<file path="src/rtl/chan_scan_pkg.sv">
// Shared constants for the channel scan multiplexer:
// mode select values and output-stage state encoding.
package chan_scan_pkg;

    localparam logic MODE_FIXED = 1'b0;
    localparam logic MODE_SCAN  = 1'b1;

    typedef enum logic {
        EMPTY = 1'b0,
        FULL  = 1'b1
    } state_t;

endpackage

</file>
<file path="src/rtl/chan_scan_mux_rr_arbiter.sv">
// Rotating-priority arbiter: one-hot grant to the first
// requesting channel at or after ptr, wrapping to channel 0.
module rr_arbiter #(
    parameter int CHANNELS = 4,
    parameter int SEL_W    = $clog2(CHANNELS)
) (
    input  logic [CHANNELS-1:0] req,
    input  logic [SEL_W-1:0]    ptr,
    output logic [CHANNELS-1:0] grant
);

    logic w_found;

    always_comb begin
        grant   = '0;
        w_found = 1'b0;
        for (int k = 0; k < CHANNELS; k++) begin
            if (!w_found && req[(int'(ptr) + k) % CHANNELS]) begin
                grant[(int'(ptr) + k) % CHANNELS] = 1'b1;
                w_found = 1'b1;
            end
        end
    end

endmodule

</file>
<file path="src/rtl/chan_scan_mux.sv">
// Channel multiplexer (fixed select or round-robin scan) into a
// one-word output register. CHAN_SCAN_PARITY_EN adds out_parity.
module chan_scan_mux
    import chan_scan_pkg::*;
#(
    parameter int WIDTH    = 8,
    parameter int CHANNELS = 4,
    localparam int SEL_W   = $clog2(CHANNELS)
) (
    input  logic                      clk,
    input  logic                      rst_n,
    input  logic [CHANNELS*WIDTH-1:0] in_data,
    input  logic [CHANNELS-1:0]       in_valid,
    output logic [CHANNELS-1:0]       in_ready,
    input  logic                      mode,
    input  logic [SEL_W-1:0]          sel,
    output logic [WIDTH-1:0]          out_data,
    output logic [SEL_W-1:0]          out_chan,
    output logic                      out_valid,
    input  logic                      out_ready
`ifdef CHAN_SCAN_PARITY_EN
    ,
    output logic                      out_parity
`endif
);

    state_t              r_state;
    state_t              w_state_nxt;
    logic [SEL_W-1:0]    r_ptr;
    logic [SEL_W-1:0]    r_chan;
    logic [WIDTH-1:0]    r_data;
    logic [SEL_W-1:0]    w_ptr_nxt;
    logic [SEL_W-1:0]    w_gidx;
    logic [WIDTH-1:0]    w_sel_data;
    logic [CHANNELS-1:0] w_arb_grant;
    logic [CHANNELS-1:0] w_fix_grant;
    logic [CHANNELS-1:0] w_grant;
    logic                w_load_en;
    logic                w_xfer;

    rr_arbiter #(
        .CHANNELS (CHANNELS),
        .SEL_W    (SEL_W)
    ) u_arb (
        .req   (in_valid),
        .ptr   (r_ptr),
        .grant (w_arb_grant)
    );

    // An out-of-range sel matches no channel and grants nothing.
    always_comb begin
        w_fix_grant = '0;
        for (int i = 0; i < CHANNELS; i++) begin
            if (int'(sel) == i) w_fix_grant[i] = 1'b1;
        end
    end

    always_comb begin
        w_gidx = '0;
        for (int i = 0; i < CHANNELS; i++) begin
            if (w_grant[i]) w_gidx = SEL_W'(i);
        end
    end

    assign w_grant    = (mode == MODE_SCAN) ? w_arb_grant : w_fix_grant;
    assign w_load_en  = (r_state == EMPTY) || out_ready;
    assign in_ready   = w_load_en ? w_grant : '0;
    assign w_xfer     = |(in_ready & in_valid);
    assign w_sel_data = in_data[int'(w_gidx)*WIDTH +: WIDTH];
    assign w_ptr_nxt  = (int'(w_gidx) == CHANNELS - 1) ? '0
                      : w_gidx + 1'b1;

    always_comb begin
        w_state_nxt = r_state;
        unique case (r_state)
            EMPTY:   if (w_xfer) w_state_nxt = FULL;
            FULL:    if (out_ready && !w_xfer) w_state_nxt = EMPTY;
            default: w_state_nxt = EMPTY;
        endcase
    end

    always_ff @(posedge clk or negedge rst_n) begin
        if (!rst_n) begin
            r_state <= EMPTY;
            r_ptr   <= '0;
            r_chan  <= '0;
            r_data  <= '0;
        end else begin
            r_state <= w_state_nxt;
            if (w_xfer) begin
                r_data <= w_sel_data;
                r_chan <= w_gidx;
                if (mode == MODE_SCAN) r_ptr <= w_ptr_nxt;
            end
        end
    end

`ifdef CHAN_SCAN_PARITY_EN
    logic r_parity;

    always_ff @(posedge clk or negedge rst_n) begin
        if (!rst_n) begin
            r_parity <= 1'b0;
        end else if (w_xfer) begin
            r_parity <= ^w_sel_data;
        end
    end

    assign out_parity = r_parity;
`endif

    assign out_data  = r_data;
    assign out_chan  = r_chan;
    assign out_valid = (r_state == FULL);

endmodule

</file>
<file path="config.mk">
export PLATFORM = sky130hd
export DESIGN_NAME = chan_scan_mux
export DESIGN_NICKNAME = d
export VERILOG_FILES = /design/src/rtl/chan_scan_pkg.sv /design/src/rtl/chan_scan_mux_rr_arbiter.sv /design/src/rtl/chan_scan_mux.sv
export SDC_FILE = /design/constraint.sdc
export NUM_CORES = 1
export LEC_CHECK = 0
export ABC_AREA = 1
export CAP_MARGIN = 10
export CORE_MARGIN = 2
export CORE_UTILIZATION = 44
export CTS_CLUSTER_DIAMETER = 30
export DETAILED_ROUTE_END_ITERATION = 12
export PLACE_DENSITY_LB_ADDON = 0.12
export SLEW_MARGIN = 20
export SYNTH_ARGS = -nofsm -noshare
export SYNTH_HDL_FRONTEND = slang
export SYNTH_HIERARCHICAL = 1
export SYNTH_SLANG_ARGS = --single-unit
</file>
<file path="constraint.sdc">
create_clock -name clk -period 3.2 [get_ports clk]
set_input_delay 0.64 -clock clk [delete_from_list [all_inputs] [get_ports clk]]
set_output_delay 0.64 -clock clk [all_outputs]
set_load 0.02 [all_outputs]
</file>
==> summary.txt <==
Timing
  • Final hold viol count: 0
  • Final critical-path share of the clock period: 91.9%
  • Slew at the pin closest to its max-slew limit: 0.538 ns
  • Final clock skew: 0.00627 ns
  • Final critical-path setup slack: 0.260 ns
  • Setup Viol. Count Final: 0
  • Fin. max-slew vios: 0
  • Time the worst path needs with I/O delays and setup: 2.94 ns
  • Worst slew margin: 64.0%
  • Setup repair after global routing missed its margin: false
  • Worst hold-check slack: 0.480 ns
  • Max Freq: 340 MHz
  • Aggregate negative setup slack: 0 ns

Clock network
  • Clk buf depth: 2
  • CTS buffer count: 3
  • # clock sinks: 13
  • Clock-pin slew of the registers on the worst-case setup and hold paths: 0.08 ns
  • Number of buffers inserted to repair setup after CTS: 0
  • Count of hold buffers inserted by post-cts repair: 0
  • Master cell of the clock root buffer: sky130_fd_sc_hd__clkbuf_4
  • Clk_lat worst skew: 0.27 ns
  • Count of H-tree levels built during CTS: 1
  • Clock tree from TritonCTS: built

Yosys
  • Largest family of logic cells by synthesized area: simple AND/OR/NAND/NOR gates
  • Count of yosys warnings during synthesis: 6
  • Library cells used by synthesis: 19
  • Portion of the post-synthesis area used by sequential elements: 22.1%
  • Post-synthesis mux area share: 0%
  • Area contributors post-synth: sky130_fd_sc_hd__nand2_1 25%, sky130_fd_sc_hd__dfrtp_1 22%, sky130_fd_sc_hd__nand3_1 13%
  • FF+latch count, synth: 13
  • Post-Synth Adder-Cell Area: 5.09%
  • Post-Synthesis Cell Area: 1470 sq um
  • Cell accounting for the most synthesized area: sky130_fd_sc_hd__nand2_1
  • Post-synthesis instance total: 257
  • Area fraction of the dominant cell type after synthesis: 24.7%
  • Post-Synthesis Mean Instance Area: 5.74 sq um
  • Simple-gate share of the synthesized area: 56.8%
  • Share of the synthesized area in compound gates (AO/OA/AOI/OAI): 2.12%
  • Mapped Nets: 305
  • Area share of xor/xnor cells in the synthesized design: 0%

Floorplanning
  • Effective utilization at floorplan: 44.9%
  • Die extent in y: 61.9 microns
  • Horizontal die dimension: 61.9 microns
  • Overall die area: 3830 sq um
  • Number of placement rows: 21
  • Boundary pin count: 57
  • CORE AREA: 3280 sq um

Layout
  • Most common cell after layout, fill and taps aside: sky130_fd_sc_hd__nand2_1
  • Number of nets in the layout: 376
  • Commonest cells after routing, fill and taps aside: 97 x sky130_fd_sc_hd__nand2_1, 52 x sky130_fd_sc_hd__clkdlybuf4s50_1, 37 x sky130_fd_sc_hd__nor2_1, 37 x sky130_fd_sc_hd__nand3_1, 34 x sky130_fd_sc_hd__inv_1
  • Total inserted antenna cells: 0
  • Final standard cell count with taps included and fillers excluded: 373
  • Fraction of layout cells with a size suffix above 1: 13.8%
  • Fillers: 328
  • Post-synthesis to final-layout area growth: 46.7%

Job
  • Total of max-cap violations: 0

Route
  • Average wire length per cell after detail routing: 9.95 microns
  • DR DRC count: 0
  • Total iterations of the first detailed-routing run: 4
  • Number of vias after detailed routing: 1,678
  • Number of design-rule violations left by the first detailed-router iteration: 129
  • Count of nets left with antenna violations after detail routing: 0
  • Routed Wire Length: 3710 microns
  • Routed via count divided by cell count: 4.50

Power and ir drop
  • Maximum vdd drop: 0.000349 V
  • Total chip power: 1880 uW
  • Standby leakage power: 0.00120 uW
  • Power per cell area: 869 nW/um^2

Critical path
  • Number of buffer and inverter instances along the worst setup path: 3
  • Critical-path top delay cell: sky130_fd_sc_hd__clkdlybuf4s50_1
  • Startpoint types: input port
  • Highest net fanout along the worst path: 5
  • Chain of cells forming the critical path: clkdlybuf4s50_1 -> nand2_2 -> nand3_2 -> nand2_4 -> nand2_4 -> nor2_4 -> nand2_1 -> nand3_1 -> nand2_1 -> o21ai_4 -> inv_4 -> nor2_1 -> clkbuf_2
  • Max incr delay on CP: 0.49 ns
  • Type of the worst setup path: in -> out
  • Worst endpoint data arrival time: 2.30 ns
  • Required time at the endpoint of the critical path: 2.56 ns
  • Critical path endpoint category: output port
  • Delay-heaviest family, CP: simple AND/OR/NAND/NOR gates

GRT
  • Via count of the first global-routing pass: 1,329
  • Number of antenna violations at the first check in global routing: 0
  • Total track usage: 19.9%
  • Maximum number of pins on one net before global-route repair: 18
  • Wire length of the first global-routing pass: 5930 microns
  • Congestion Overflow GR: 0

Worst hold path
  • Class of the worst hold path: reg -> reg

Place
  • Worst setup slack before clock tree synthesis: -0.162 ns
  • Placed cell count: 369
  • Weighted congestion reported at the end of routability-driven placement: 0.877
  • Port bufs: 56
  • Sum of net half-perimeters after detailed placement: 3070 microns

Outcome
  • Result of the run: complete, no violations
==> sequential cells by signal (all words and copies together) (netlist names) <==
signal,flops
out_chan,2
out_data,8
out_valid,1
r_ptr,2
==> cells in the mapped netlist, drive strengths merged <==
| cell type | count |
|---|---|
| nand2 | 107 |
| inv | 41 |
| nand3 | 40 |
| nor2 | 39 |
| dfrtp | 13 |
| ha | 6 |
| buf | 5 |
| o21ai | 3 |
| a21oi | 1 |
| nand3b | 1 |
| nand4 | 1 |
==> report_power, final <==
group          leakage [uW]  switching, uW  total (uW)  internal [uW]
logic               0.00102            898        1500            600
clock network     0.0000150           47.9        96.1           48.2
registers          0.000161           38.6         284            246
total               0.00120            985        1880            894
==> worst min-delay path: stages, from the launching register on <==
cell and delay, ns:
sky130_fd_sc_hd__dfrtp_1 0.34, sky130_fd_sc_hd__nand2_1 0.05, sky130_fd_sc_hd__nand2_1 0.06
==> per-stage QoR <==
step,area (sq um),utilization (%)
2_1_floorplan,1470,-
3_3_place_gp,2160,65.6
3_5_place_dp,2160,65.6
4_1_cts,2180,66.3
5_1_grt,2160,65.8
6_report,2160,65.8
==> final timing paths <==
kind	startpoint	end	slack [ns]	cells past startpoint
worst max-delay path	in_valid[0]	in_ready[3]	0.26	13
worst max register to register	r_ptr[0]$_DFFE_PN0P_	r_ptr[1]$_DFFE_PN0P_	0.70	19
min in group asynchronous	rst_n	out_data[2]$_DFFE_PN0P_	0.72	1
worst min-delay path	out_chan[0]$_DFFE_PN0P_	out_chan[0]$_DFFE_PN0P_	0.48	2
max in group asynchronous	rst_n	r_ptr[1]$_DFFE_PN0P_	2.12	1
worst min register to register	out_chan[0]$_DFFE_PN0P_	out_chan[0]$_DFFE_PN0P_	0.48	2
==> routing by layer <==
metal	vias up	share of wire [%]	wire, microns	GRT usage [%]
li1	919	-	-	-
met1	689	53	1970	33.9
met2	64	40	1490	27.1
met3	6	6.0	224	2.28
met4	0	0.51	19	1.82
met5	-	0	0	0
==> layout make-up <==
cell class | count | area (sq um) | area share (%)
multi-input cells | 198 | 943 | 43.6
repair buffers | 71 | 653 | 30.2
flip-flops and latches | 13 | 325 | 15.0
inverters | 41 | 156 | 7.23
well taps | 46 | 57.6 | 2.66
clock buffers | 4 | 26.3 | 1.22
==> logic make-up (layout without fill, tap and decap cells) <==
kind of cell               after synthesis  in the layout
and+or+nand+nor                        188            188
buffers and inverters                   46            116
DFF                                     13             13
adders and majority gates                6              6
AOI/OAI and AO/OA                        4              4
==> repair_timing <==
| item | in CTS | in global routing |
|---|---|---|
| gates cloned | 0 | 0 |
| endpoints found under the setup margin | 4 | 4 |
| gates resized for setup | 4 | 8 |
| pin swaps | 0 | 0 |
Note: power is estimated with default switching activity, not from simulation.
